`config.mk`:
```
export PLATFORM = sky130hd
export DESIGN_NAME = pr_skid_stage
export DESIGN_NICKNAME = d
export VERILOG_FILES = /design/src/rtl/pr_skid_stage_pkg.sv /design/src/rtl/pr_skid_stage.sv
export SDC_FILE = /design/constraint.sdc
export NUM_CORES = 1
export LEC_CHECK = 0
export BUFFER_PORTS_ARGS = -buffer_cell sky130_fd_sc_hd__buf_2
export CAP_MARGIN = 0
export CORE_ASPECT_RATIO = 1.2
export CORE_MARGIN = 4
export CORE_UTILIZATION = 57
export DETAILED_ROUTE_END_ITERATION = 8
export PLACE_DENSITY = 0.84
export SYNTH_ARGS = -nofsm -noshare
export SYNTH_HDL_FRONTEND = slang
export SYNTH_SLANG_ARGS = --single-unit
export TNS_END_PERCENT = 30
```
`constraint.sdc`:
```
create_clock -name CLK -period 4.75 [get_ports CLK]
set_input_delay 0.95 -clock CLK [delete_from_list [all_inputs] [get_ports CLK]]
set_output_delay 0.95 -clock CLK [all_outputs]
set_load 0.05 [all_outputs]
```
`src/rtl/pr_skid_stage_pkg.sv`:
```
// Shared definitions for the parametrised pipeline-stage registers.
// Field widths and control-bit layout keep ID/EX, EX/MEM and MEM/WB wrappers packing alike.
package pr_pkg;

  typedef enum logic [1:0] {
    PR_EMPTY = 2'd0,
    PR_FULL  = 2'd1,
    PR_SKID  = 2'd2
  } pr_state_e;

  localparam int PR_PAYLOAD_W  = 96;
  localparam int PR_CTRL_W     = 24;
  localparam int PR_KILL_CNT_W = 16;

  // Control vector layout, LSB first; bubbles zero every one of these.
  localparam int PR_CTRL_REG_WE  = 0;
  localparam int PR_CTRL_MEM_RD  = 1;
  localparam int PR_CTRL_MEM_WR  = 2;
  localparam int PR_CTRL_BR_LSB  = 3;
  localparam int PR_CTRL_BR_W    = 5;
  localparam int PR_CTRL_ALU_LSB = 8;
  localparam int PR_CTRL_ALU_W   = 6;
  localparam int PR_CTRL_AUX_LSB = 14;
  localparam int PR_CTRL_AUX_W   = 10;

  function automatic logic [1:0] pr_occupancy(input pr_state_e st);
    case (st)
      PR_FULL: return 2'd1;
      PR_SKID: return 2'd2;
      default: return 2'd0;
    endcase
  endfunction

endpackage

```
`src/rtl/pr_skid_stage.sv`:
```
// Pipeline-stage register: payload + control under valid/ready, optional skid entry,
// synchronous flush to bubbles with a saturating kill counter; 1-cycle latency when empty.
module pr_skid_stage
  import pr_pkg::*;
#(
  parameter int PAYLOAD_W  = PR_PAYLOAD_W,
  parameter int CTRL_W     = PR_CTRL_W,
  parameter int SKID_EN    = 1,
  parameter int KILL_CNT_W = PR_KILL_CNT_W
) (
  input  logic                  CLK,
  input  logic                  RESET,
  input  logic                  FLUSH,
  input  logic                  IN_VALID,
  output logic                  IN_READY,
  input  logic [PAYLOAD_W-1:0]  IN_PAYLOAD,
  input  logic [CTRL_W-1:0]     IN_CTRL,
  output logic                  OUT_VALID,
  input  logic                  OUT_READY,
  output logic [PAYLOAD_W-1:0]  OUT_PAYLOAD,
  output logic [CTRL_W-1:0]     OUT_CTRL,
  output logic [1:0]            OCCUPANCY,
  output logic [KILL_CNT_W-1:0] KILL_COUNT
);

  pr_state_e             state_q, state_d;
  logic                  main_vld_q, main_vld_d;
  logic                  in_rdy_q, in_rdy_d;
  logic [PAYLOAD_W-1:0]  main_pay_q, main_pay_d, skid_pay_q, skid_pay_d;
  logic [CTRL_W-1:0]     main_ctrl_q, main_ctrl_d, skid_ctrl_q, skid_ctrl_d;
  logic [KILL_CNT_W-1:0] kill_q, kill_d;
  logic [KILL_CNT_W:0]   kill_sum;
  logic [1:0]            kill_inc;
  logic                  in_xfer, out_xfer;

  assign in_xfer  = IN_VALID & IN_READY;
  assign out_xfer = main_vld_q & OUT_READY;

  always_ff @(posedge CLK) begin
    if (RESET) begin
      state_q     <= PR_EMPTY;
      main_vld_q  <= 1'b0;
      in_rdy_q    <= 1'b1;
      main_pay_q  <= '0;
      main_ctrl_q <= '0;
      skid_pay_q  <= '0;
      skid_ctrl_q <= '0;
      kill_q      <= '0;
    end else begin
      state_q     <= state_d;
      main_vld_q  <= main_vld_d;
      in_rdy_q    <= in_rdy_d;
      main_pay_q  <= main_pay_d;
      main_ctrl_q <= main_ctrl_d;
      skid_pay_q  <= skid_pay_d;
      skid_ctrl_q <= skid_ctrl_d;
      kill_q      <= kill_d;
    end
  end

  always_comb begin
    state_d     = state_q;
    main_pay_d  = main_pay_q;
    main_ctrl_d = main_ctrl_q;
    skid_pay_d  = skid_pay_q;
    skid_ctrl_d = skid_ctrl_q;
    kill_inc    = pr_occupancy(state_q) - {1'b0, out_xfer};
    kill_sum    = {1'b0, kill_q} + (KILL_CNT_W+1)'(kill_inc);
    kill_d      = kill_q;
    if (FLUSH) begin
      // Payload is left alone; only control must read as a bubble.
      state_d     = PR_EMPTY;
      main_ctrl_d = '0;
      skid_ctrl_d = '0;
      kill_d      = kill_sum[KILL_CNT_W] ? '1 : kill_sum[KILL_CNT_W-1:0];
    end else begin
      case (state_q)
        PR_EMPTY: begin
          if (in_xfer) begin
            state_d     = PR_FULL;
            main_pay_d  = IN_PAYLOAD;
            main_ctrl_d = IN_CTRL;
          end
        end
        PR_FULL: begin
          if (in_xfer && out_xfer) begin
            main_pay_d  = IN_PAYLOAD;
            main_ctrl_d = IN_CTRL;
          end else if (out_xfer) begin
            state_d     = PR_EMPTY;
            main_ctrl_d = '0;
          end else if (in_xfer && SKID_EN != 0) begin
            state_d     = PR_SKID;
            skid_pay_d  = IN_PAYLOAD;
            skid_ctrl_d = IN_CTRL;
          end
        end
        PR_SKID: begin
          if (out_xfer) begin
            state_d     = PR_FULL;
            main_pay_d  = skid_pay_q;
            main_ctrl_d = skid_ctrl_q;
          end
        end
        default: state_d = PR_EMPTY;
      endcase
    end
    main_vld_d = (state_d != PR_EMPTY);
    in_rdy_d   = (state_d != PR_SKID);
  end

  always_comb begin
    IN_READY    = (SKID_EN != 0) ? in_rdy_q : (!main_vld_q | OUT_READY);
    OUT_VALID   = main_vld_q;
    OUT_PAYLOAD = main_pay_q;
    OUT_CTRL    = main_ctrl_q;
    OCCUPANCY   = pr_occupancy(state_q);
    KILL_COUNT  = kill_q;
  end

endmodule

```
# ---- Yosys cells after proc, flatten, opt, wreduce, memory -nomap -nowiden
# Cells that the tools add are included.
# Widths: inputs -> output; s select.
dict set report totals {
  inputBits 125
  ff_bits 260
  out_inout_bits 140
}
dict set report classes {
  reduce_logical 9
  n_bitwise 5
  n_addsub 2
  n_eq_ne 7
  mux 18
}
# cell count
set ops {}
lappend ops {{$mux 96} 3}
lappend ops {{$pmux 96 s3} 1}
lappend ops {{$mux 24} 4}
lappend ops {{$pmux 24 s3} 1}
lappend ops {{$add 16x2->17} 1}
lappend ops {{$mux 16} 1}
lappend ops {{$mux 2} 6}
lappend ops {{$reduce_and 5->1} 2}
lappend ops {{$ne 2x2->1 const B} 4}
lappend ops {{$reduce_and 4->1} 2}
lappend ops {{$pmux 2 s3} 1}
lappend ops {{$pmux 2 s2} 1}
lappend ops {{$ne 3x3->1 const B} 1}
lappend ops {{$not 1->1} 3}
lappend ops {{$reduce_bool 3->1} 1}
lappend ops {{$and 1x1->1} 2}
lappend ops {{$eq 2x1->1 const B} 1}
lappend ops {{$eq 2x2->1 const B} 1}
lappend ops {{$logic_not 2->1} 1}
lappend ops {{$reduce_bool 2->1} 1}
lappend ops {{$reduce_or 2->1} 1}
lappend ops {{$sub 2x1->2} 1}
lappend ops {{$logic_and 1x1->1} 1}

# ---- Logic depth before layout (Yosys ltp)
dict set report depth {
  depth_word 7
  mapped_depth 12
}

# ---- Worst setup path before layout
# No wires, ideal clock.
dict set report synth_timing {
  path_type {flip-flop to flip-flop}
  start {reg state_q[0]}
  end {reg kill_q[3] (netlist: KILL_COUNT[3])}
  synth_period_minus_slack_ns 3.436
  setup_slack_ns 1.314
  setup_time_ns 0.070
  stages_incl_launch_ff 13
  arrival_ns 3.366
  n_path_buf 4
  t_required_ns 4.680
  path_cell_list {dfxtp_1 > inv_1 > ha_1 > clkbuf_1 > buf_2 > buf_2 > xor2_1 > fa_1 > nand3_1 > nor4_2 > nand4_1 > buf_2 > a21oi_1}
}
dict set report synth_between {
  elab_chain_cells 5
  elab_cells_between_ends 6
  classes_between {add/sub (2); eq/ne (2); mux (2)}
}
# item line_no
set synth_lines {}
lappend synth_lines {{from (decl)} pr_skid_stage.sv:26} ;# pr_state_e state_q, state_d;
lappend synth_lines {{from (signal assigned)} pr_skid_stage.sv:50} ;# state_q <= state_d;
lappend synth_lines {{$eq 2x2->1 or $eq 2x1->1 (tied branches)} --}
lappend synth_lines {{$pmux 2 s2 *} --}
lappend synth_lines {{net OCCUPANCY[1]} pr_skid_stage.sv:22} ;# output logic [1:0] OCCUPANCY,
lappend synth_lines {{$sub 2x1->2 *} pr_skid_stage.sv:67} ;# kill_inc = pr_occupancy(state_q) - {1'b0, out_xfer};
lappend synth_lines {{$add 16x2->17 *} pr_skid_stage.sv:68} ;# kill_sum = {1'b0, kill_q} + (KILL_CNT_W+1)'(kill_inc);
lappend synth_lines {{$mux 16 *} pr_skid_stage.sv:75} ;# kill_d = kill_sum[KILL_CNT_W] ? '1 : kill_sum[KILL_CNT_W-1:0];
lappend synth_lines {{to (signal assigned)} pr_skid_stage.sv:57} ;# kill_q <= kill_d;
lappend synth_lines {{to (decl)} pr_skid_stage.sv:31} ;# logic [KILL_CNT_W-1:0] kill_q, kill_d;
# The timed path passes the listed nets; every way through them passes the cells marked *.
# A chain may end at the register's enable or synchronous reset.

# ---- Worst setup path after layout
dict set report layout_timing {
  start {reg state_q[0]}
  end {reg kill_q[7] (netlist: KILL_COUNT[7])}
}
dict set report layout_between {
  elab_chain_cells 5
  elab_cells_between_ends 6
  classes_between {add/sub (2); eq/ne (2); mux (2)}
}
# item line_no
set layout_lines {}
lappend layout_lines {{$eq 2x2->1 or $eq 2x1->1 (tied branches)} pr_skid_stage_pkg.sv:27} ;# case (st)
lappend layout_lines {{$pmux 2 s2 *} pr_skid_stage_pkg.sv:27}
lappend layout_lines {{$sub 2x1->2 *} pr_skid_stage.sv:67}
lappend layout_lines {{$add 16x2->17 *} pr_skid_stage.sv:68}
lappend layout_lines {{$mux 16 *} pr_skid_stage.sv:75}
# Mark *: on every way between the ends. The rest lies on a longest branch, timed or not.

==> metrics.csv <==
stage,metric,value,unit
run_status,outcome,completed,
synthesis,post-synth top area share,50.5,%
floorplan,DIE AREA,20300,sq um
synthesis,post-synthesis async set-or-reset flop share,0,%
sta,setup_tns,0,ps
synthesis,Post-Syn Instances,1186,
sta,final clock skew,14.4,ps
clocking,CTS Buffer Depth,3,
synthesis,synth unique cells,37,
worst_setup_path,WP data arrival,3700,ps
route,DR vias,9233,
clocking,TritonCTS Buffers,26,
global_route,antenna violations before repair,4,
floorplan,core area,17600,sq um
synthesis,Post-synth EDFFs,0,
clocking,clk sinks,260,
synthesis,post-synth top area cell,dfxtp_1,
global_route,first-pass GRT wire length,41.7,mm
final_layout,register area,5200,sq um
synthesis,synth cell count leaders,"260 x dfxtp_1, 249 x nand2_1, 135 x a21oi_1",
route,Antenna Nets Post-Route,0,
synthesis,most common cell in the netlist,dfxtp_1,
clocking,"Reg clk slew, reported paths",60,ps
worst_setup_path,Worst Setup End Kind,flop,
global_route,gr usage total,24.4,%
pwr,Leak,4.80,nW
worst_setup_path,CP Launch Type,flop,
placed_design,gpl congestion,0.859,
sta,RSZ-0062 raised after global routing,false,
final_layout,Filler cells,1420,
worst_setup_path,Critical Path RT,5180,ps
placed_design,"worst slack, placed",1230,ps
final_layout,Nets,1520,
floorplan,die height,155,um
synthesis,ranking of synthesized cells by area,"dfxtp_1 51%, mux2i_1 9.5%, nand2_1 9.1%",
sta,relative slew slack,26.2,%
sta,setup ws final,1480,ps
clocking,H-tree Lvls,1,
synthesis,mapped cell area,10300,sq um
route,DR pass1 iterations,5,
final_layout,Syn-to-layout area delta,21.0,%
worst_setup_path,crit-path max FO,40,
global_route,vias in the first global route,8615,
floorplan,die width,131,um
worst_setup_path,CP Class,reg2reg,
sta,final hold violations,0,
pwr,peak supply drop,300,uV
sta,Max Slew Vio Count,0,
sta,post-layout minimum cycle time,3270,ps
pwr,Power per Cell Area,408,nW/um^2
sta,worst-margin pin slew,1110,ps
floorplan,Initial Util,58.4,%
pwr,overall power,5.09,mW
synthesis,sequential fraction of the synthesis area,50.5,%
clocking,"Hold-fix buffers, CTS",0,
job,maxcap violations,0,
clocking,cts repair resizes,0,
route,wire per inst,16.1,um
route,DR iter-0 viols,655,
hold_path,Hold Path Class,reg2reg,
synthesis,register bit total from synthesis,260,
sta,Setup-failing EPs final,0,
clocking,CTS tree,yes,
placed_design,input/output buffers,264,
clocking,clock latency on the worst-skew pair,530,ps
clocking,root buffer cell,clkbuf_16,
route,drt drc,0,
floorplan,Rows,53,
floorplan,io pins,265,
synthesis,YS warnings,0,
final_layout,fraction of layout cells with a size suffix above 1,22.7,%
clocking,# Post-CTS Setup Buffers,0,
global_route,largest net degree at the start of global routing,193,
route,drt total wl,26.2,mm
final_layout,footprint of the multi-input gates,4710,sq um
final_layout,Final Util,70.7,%
global_route,total congestion overflow,0,
route,via/cell ratio,5.67,
placed_design,DP HPWL,16.7,mm
sta,fmax,306,MHz
synthesis,Synth Flop Type,dfxtp_1,
synthesis,Mapped Nets,1319,
synthesis,Avg Inst Size Synth,8.68,sq um
sta,fin crit share,68.8,%
## layout by cell type (no fill, tap or decap), types with 2 or more instances in the layout
cell and n:
nand4_1 7, nor3_1 30, nor4_1 4, clkbuf_1 8
nand2_1 249, nand3_1 4, and2_1 3, clkbuf_8 6
mux2i_1 98, a21oi_1 135, a211oi_1 97, inv_1 6
a221oi_1 24, xor2_1 2, buf_12 2, or2_2 2
clkbuf_16 26, nor2_1 125, a31oi_1 2, clkinv_2 5
ha_1 6, buf_2 263, buf_4 6, a21boi_1 3
dfxtp_1 260, xnor2_1 10, o21ai_0 3
## final cells by class
type                    instances  area share, %
clock buffers                  40           6.12
well taps                     220           2.21
repair buffers                272           11.3
multi-input cells             821           37.8
inverters                       6          0.181
diodes                          1         0.0201
clock inverters                 7          0.572
flip-flops and latches        260           41.8
## stage by stage
| step | hold slack (ps) | area, sq um | std cells |
|---|---|---|---|
| after floorplan | 436 | 10300 | 1186 |
| after CTS | 455 | 12500 | 1626 |
| after detailed placement | 447 | 11600 | 1579 |
| after global placement | 441 | 11600 | 1579 |
| after global routing | 472 | 12500 | 1627 |
| final | 454 | 12500 | 1627 |
## sequential cells by signal, summed over array words and instances (netlist names)
register / flops
skid_pay_q: 96
KILL_COUNT: 16
OUT_VALID: 1
OUT_PAYLOAD: 96
OUT_CTRL: 24
IN_READY: 1
state_q: 2
skid_ctrl_q: 24
## kinds of logic (layout without fill, tap and decap cells)
family          after synthesis  count (layout)  share of synthesized area, %
compound gates              271             271                          16.8
xor+xnor                     12              12                          1.02
fa+ha+maj                     8               8                          1.04
buf+inv                     105             325                          4.22
flops                       260             260                          50.5
mux                          98              98                          9.52
other cells                   0               1                             0
simple gates                432             432                          16.9
## report_power, final
group	internal, mW	switching [mW]
Combinational	0.208	0.564
Clock	1.16	0.824
Sequential	2.28	0.0529
## routing by layer
metal | up-vias | routed length, um | GRT usage, %
li1 | 4516 | - | -
met1 | 4300 | 10600 | 31.2
met2 | 342 | 12900 | 40.7
met3 | 69 | 1860 | 4.91
met4 | 6 | 865 | 8.92
met5 | - | 34 | 0
## worst max-delay path, cell delays in order (launching register included)
cell     delay, ps
dfxtp_1        330
inv_1          140
ha_4           620
xor2_1         330
fa_1           270
nand3_1        210
nor4_2         460
nand4_1        520
a21oi_1        300
## path summary, 6_finish.rpt
check / cells after the start / slack [ps] / startpoint / endpoint
worst max-delay path: 8 / 1480 / state_q[0] / KILL_COUNT[7]
worst max register to register: 8 / 1480 / state_q[0] / KILL_COUNT[7]
worst min register to register: 2 / 450 / skid_pay_q[12] / skid_pay_q[12]
worst min-delay path: 2 / 450 / skid_pay_q[12] / skid_pay_q[12]
Power figures use the tool's default switching activity.
